--- src/rtl/itch_msg_framer.sv ---
// ITCH message framer: splits a MoldUDP64 payload byte stream into
// length-prefixed message blocks and emits each body byte with start/end
// markers, type, index and length, one cycle after the input byte.
module itch_msg_framer #(
  parameter logic [15:0] MAX_MSG_LEN = 16'd64,
  parameter int unsigned GAP_CYCLES  = 8
) (
  input  logic        clkIn,
  input  logic        rstIn,
  input  logic        itchDataValidIn,
  input  logic [7:0]  itchDataIn,
  output logic        msgValidOut,
  output logic [7:0]  msgDataOut,
  output logic        msgStartOut,
  output logic        msgEndOut,
  output logic [7:0]  msgTypeOut,
  output logic [15:0] msgIdxOut,
  output logic [15:0] msgLenOut,
  output logic        lenErrOut,
  output logic        abortOut,
  output logic [31:0] msgCntOut
);

  localparam int unsigned     GW       = $clog2(GAP_CYCLES + 1);
  localparam logic [GW-1:0]   GAP_LAST = GW'(GAP_CYCLES - 1);

  typedef enum logic [1:0] {
    LEN_HI,
    LEN_LO,
    BODY,
    DISCARD
  } state_e;

  state_e        state_q, state_d;
  logic [7:0]    len_hi_q, len_hi_d;
  logic [15:0]   remain_q, remain_d;
  logic [GW-1:0] gap_q, gap_d;

  logic          valid_q, valid_d;
  logic [7:0]    data_q, data_d;
  logic          start_q, start_d;
  logic          end_q, end_d;
  logic [7:0]    type_q, type_d;
  logic [15:0]   idx_q, idx_d;
  logic [15:0]   len_q, len_d;
  logic          len_err_q, len_err_d;
  logic          abort_q, abort_d;
  logic [31:0]   cnt_q, cnt_d;

  logic [15:0]   len_w;

  assign len_w = {len_hi_q, itchDataIn};

  // Next-state and next-output computation for the block framing FSM.
  // len_q doubles as the current body length for index arithmetic: it is
  // loaded on a legal length and held until the next legal length.
  always_comb begin
    state_d   = state_q;
    len_hi_d  = len_hi_q;
    remain_d  = remain_q;
    gap_d     = gap_q;
    valid_d   = 1'b0;
    data_d    = data_q;
    start_d   = 1'b0;
    end_d     = 1'b0;
    type_d    = type_q;
    idx_d     = idx_q;
    len_d     = len_q;
    len_err_d = 1'b0;
    abort_d   = 1'b0;
    cnt_d     = cnt_q;

    if (state_q == LEN_HI) begin
      // Inter-frame idle is legal: gap counter stays cleared.
      gap_d = '0;
      if (itchDataValidIn) begin
        len_hi_d = itchDataIn;
        state_d  = LEN_LO;
      end
    end else if (!itchDataValidIn) begin
      if (gap_q == GAP_LAST) begin
        abort_d = 1'b1;
        gap_d   = '0;
        state_d = LEN_HI;
      end else begin
        gap_d = gap_q + GW'(1);
      end
    end else begin
      // A byte always clears the gap, even on the cycle it would expire.
      gap_d = '0;
      unique case (state_q)
        LEN_LO: begin
          if (len_w == '0) begin
            len_err_d = 1'b1;
            state_d   = LEN_HI;
          end else if (len_w > MAX_MSG_LEN) begin
            len_err_d = 1'b1;
            remain_d  = len_w;
            state_d   = DISCARD;
          end else begin
            remain_d = len_w;
            len_d    = len_w;
            state_d  = BODY;
          end
        end
        BODY: begin
          valid_d = 1'b1;
          data_d  = itchDataIn;
          idx_d   = len_q - remain_q;
          if (remain_q == len_q) begin
            start_d = 1'b1;
            type_d  = itchDataIn;
          end
          if (remain_q == 16'd1) begin
            end_d   = 1'b1;
            cnt_d   = cnt_q + 32'd1;
            state_d = LEN_HI;
          end else begin
            remain_d = remain_q - 16'd1;
          end
        end
        DISCARD: begin
          if (remain_q == 16'd1) begin
            state_d = LEN_HI;
          end else begin
            remain_d = remain_q - 16'd1;
          end
        end
        default: state_d = LEN_HI;
      endcase
    end
  end

  // State and registered outputs; reset abandons any partial message.
  always_ff @(posedge clkIn or posedge rstIn) begin
    if (rstIn) begin
      state_q   <= LEN_HI;
      len_hi_q  <= '0;
      remain_q  <= '0;
      gap_q     <= '0;
      valid_q   <= 1'b0;
      data_q    <= '0;
      start_q   <= 1'b0;
      end_q     <= 1'b0;
      type_q    <= '0;
      idx_q     <= '0;
      len_q     <= '0;
      len_err_q <= 1'b0;
      abort_q   <= 1'b0;
      cnt_q     <= '0;
    end else begin
      state_q   <= state_d;
      len_hi_q  <= len_hi_d;
      remain_q  <= remain_d;
      gap_q     <= gap_d;
      valid_q   <= valid_d;
      data_q    <= data_d;
      start_q   <= start_d;
      end_q     <= end_d;
      type_q    <= type_d;
      idx_q     <= idx_d;
      len_q     <= len_d;
      len_err_q <= len_err_d;
      abort_q   <= abort_d;
      cnt_q     <= cnt_d;
    end
  end

  assign msgValidOut = valid_q;
  assign msgDataOut  = data_q;
  assign msgStartOut = start_q;
  assign msgEndOut   = end_q;
  assign msgTypeOut  = type_q;
  assign msgIdxOut   = idx_q;
  assign msgLenOut   = len_q;
  assign lenErrOut   = len_err_q;
  assign abortOut    = abort_q;
  assign msgCntOut   = cnt_q;

endmodule
--- config.mk ---
export PLATFORM = sky130hd
export DESIGN_NAME = itch_msg_framer
export DESIGN_NICKNAME = d
export VERILOG_FILES = /design/src/rtl/itch_msg_framer.sv
export SDC_FILE = /design/constraint.sdc
export NUM_CORES = 1
export LEC_CHECK = 0
export BUFFER_PORTS_ARGS = -buffer_cell sky130_fd_sc_hd__buf_4
export CAP_MARGIN = 20
export CORE_AREA = 2 2 131 164
export CTS_CLUSTER_DIAMETER = 120
export DETAILED_ROUTE_END_ITERATION = 8
export DIE_AREA = 0 0 133 166
export PLACE_DENSITY_LB_ADDON = 0.05
export REMOVE_ABC_BUFFERS = 1
export SLEW_MARGIN = 20
export SYNTH_ARGS = -nofsm -noshare
export SYNTH_HDL_FRONTEND = slang
export SYNTH_SLANG_ARGS = --single-unit
--- constraint.sdc ---
create_clock -name clkIn -period 4.78 [get_ports clkIn]
set_input_delay 0.478 -clock clkIn [delete_from_list [all_inputs] [get_ports clkIn]]
set_output_delay 0.478 -clock clkIn [all_outputs]
set_load 0.03 [all_outputs]
==> run_results.csv <==
group,metric,value,unit
setup_path,worstPathArrival,3290,ps
setup_path,rr_worst_depth,5,
clocking,hold_buffers,1,
drt,vias,4888,
die,start_util,0.294,
drt,ant_nets,0,
setup_path,crit_slowest_cell,"dfrtp_1",
global_route,grt_usage,0.155,
global_route,antenna_found_initial,0,
synthesis,postSynthAreaPerCell,10.2,µm²
setup_path,reg2reg_slack,1780,ps
die,die_area,22100,µm²
finish,n_antenna_cell,0,
drt,routed_wl,16800,µm
die,die_h,166,µm
place,gp_congestion,0.813,
setup_path,max_stage_delay,700,ps
run,maxCapViolCount,0,
sta,grt_setup_unrepaired,"no",
power_and_ir_drop,power_leakage,3.69,nW
clocking,htree_levels,4,
die,core,20600,µm²
sta,relSlewSlack,0.366,
drt,drc,0,
synthesis,yosysWarningCount,0,
place,dpl_cell_area,7060,µm²
drt,vias_per_cell,5.00,
die,pin_count,96,
drt,wl_met3,568,µm
clocking,clock_latency,420,ps
finish,finalNonFillerCells,977,
global_route,grt_pass1_vias,4839,
finish,nFillCells,2083,
setup_path,r2r-end,"remain_q[11]",
global_route,grt_pass1_wl,26900,µm
place,hpwlAfterDp,12000,µm
finish,layout-drive-gt1-share,0.248,
place,placement.io_buffers,95,
outcome,outcome,"finished, final reports clean",
setup_path,path_max_fanout,24,
finish,multi_input_area,2970,µm²
drt,first_iter_violations,241,
setup_path,cp_cell_sequence,"inv_1 > nand3_1 > a21oi_1 > nor2_1 > a2111oi_0",
die,rows,59,
power_and_ir_drop,ir_drop,0.000278,V
clocking,cts.repair.resized,0,
synthesis,synth-async-reset-ratio,1.00,
drt,dr.pass1.iters,4,
hold_path,min-delay-path-class,"input pin to register",
finish,post-route-util,0.375,
setup_path,reg2reg_from,"state_q[1]",
setup_path,crit_required,5070,ps
finish,regArea,2880,µm²
clocking,cts_buffers,17,
finish,area_growth_syn_to_layout,27.2,%
place,dp_cells,944,
setup_path,crit_cells,5,
synthesis,synth-edff-count,0,
setup_path,cp-endpoint,"remain_q[11]",
global_route,grt_max_degree,54,
setup_path,critical_path.top_delay_family,"compound AO/OA/AOI/OAI gates",
drt,met1_length,7710,µm
sta,fmax,333,MHz
sta,hold_viol_final,0,
global_route,grt-ovfl-total,0,
sta,clock_skew,11.0,ps
sta,post-route-period-util,0.628,
finish,layout.nets,721,
synthesis,synthDistinctLibCells,69,
setup_path,critPathKind,"register to register",
drt,routed.top_layer,"met4",
synthesis,yosys_register_bits,115,
clocking,clock-sinks,115,
sta,finalSetupTns,0,ps
setup_path,startpoint,"state_q[1]",
clocking,postCtsSetupRepairBufs,0,
drt,avgRoutedWirePerCell,17.2,µm
clocking,cts_max_path_buffers,2,
power_and_ir_drop,power_density,596,nW/µm²
clocking,root_buffer,"clkbuf_16",
die,dieWidth,133,µm
sta,worstMarginPinSlew,942,ps
sta,maxSlewViolCount,0,
power_and_ir_drop,power,4.60,mW
setup_path,timing.critical_path.buf_inv,1,
synthesis,syn_inst,593,
finish,finish.instance_area,7710,µm²
synthesis,netlist_area,6060,µm²
sta,timing.final.crit_period,3000,ps
sta,finalSetupViolations,0,
setup_path,crit_path_start_kind,"register",
synthesis,synthFlopType,"dfrtp_1",
drt,dr_wl_met2,8350,µm
synthesis,ys_seq_area_frac,0.475,
clocking,cts_tree,"built",
clocking,cts.clk_slew.worst_paths,60,ps
setup_path,end_kind,"register",
==> sequential cells by signal (all words and copies together) (netlist names) <==
name / cells
msgCntOut: 32
msgIdxOut: 16
msgLenOut: 16
remain_q: 16
len_hi_q: 8
msgDataOut: 8
msgTypeOut: 8
gap_q: 4
state_q: 2
abortOut: 1
lenErrOut: 1
msgEndOut: 1
msgStartOut: 1
msgValidOut: 1
==> kinds of logic after synthesis <==
| group | count (synthesis) | share of synthesized area |
|---|---|---|
| compound gates | 98 | 0.118 |
| xor+xnor | 39 | 0.0563 |
| mux | 27 | 0.0493 |
| buf+inv | 55 | 0.0373 |
| fa+ha+maj | 20 | 0.0425 |
| simple gates | 239 | 0.222 |
| flops | 115 | 0.475 |
==> routing by layer <==
layer / vias to the layer above / global-route usage
li1: 2352 / -
met1: 2420 / 0.202
met2: 102 / 0.257
met3: 14 / 0.0321
met4: 0 / 0.0486
met5: - / 0
==> final cells by class <==
cell class,count,share of cell area
multi-input cells,423,0.385
flip-flops and latches,115,0.373
repair buffers,100,0.0976
clock buffers,19,0.0561
well taps,274,0.0444
clock inverters,13,0.0271
inverters,33,0.0164
==> per-stage QoR <==
step | setup WS (ps) | hold slack (ps)
global placement | 1830 | 432
floorplan | 1260 | 439
CTS | 1760 | 286
detailed placement | 1790 | 434
global route | 1380 | 316
finish | 1780 | 302
==> synthesized netlist by cell type, types with 6 or more instances <==
master,count,area share
nor3_1,25,0.021
nor2b_1,10,0.010
and4_1,7,0.010
o21ai_0,19,0.016
nand4_1,14,0.014
xor2_1,15,0.022
nand3_1,28,0.023
ha_1,19,0.039
inv_1,32,0.020
nor2_1,34,0.021
a21oi_1,9,0.0074
clkbuf_1,15,0.0093
a21o_1,11,0.014
o211ai_1,6,0.0074
and3_1,6,0.0062
a31oi_1,7,0.0072
dfrtp_1,115,0.47
or4_1,7,0.0087
nand2_1,62,0.038
mux2_2,23,0.043
nor4_1,7,0.0072
or3_1,8,0.0083
xnor2_1,24,0.035
o32ai_1,6,0.0087
==> power by group <==
group          switching (mW)  leakage, nW  total, mW  internal, mW
combinational            1.03         1.89       1.71         0.680
clock                   0.474        0.303       1.40         0.925
sequential              0.272         1.50       1.49          1.22
total                    1.77         3.69       4.60          2.82
==> how the worst min path moves through the flow <==
stage | depth (start not counted) | end | startpoint
after floorplan | 1 | gap_q[0] | gap_q[0]
after global placement | 2 | msgIdxOut[5] | rstIn
after detailed placement | 2 | msgIdxOut[5] | rstIn
after CTS | 3 | msgDataOut[7] | itchDataIn[7]
after global routing | 3 | msgDataOut[7] | itchDataIn[7]
final | 3 | msgDataOut[7] | itchDataIn[7]
==> cells in the final DEF (no fill, tap or decap), types with 14 or more instances in the layout <==
cell,n
nor2_1,34
nand3_1,28
mux2_2,23
dfrtp_1,115
nand2_1,62
inv_1,31
xor2_1,15
nor3_1,25
xnor2_1,24
ha_1,19
clkbuf_16,17
buf_4,99
o21ai_0,19
nand4_1,14
==> worst reg2reg max path, delay by kind of cell, from the launching register on <==
kind | cells | cell delay [ps]
buffers and inverters | 1 | 550
DFF | 1 | 700
AOI/OAI and AO/OA | 2 | 1070
and+or+nand+nor | 2 | 560
(Power assumes the default switching activity.)
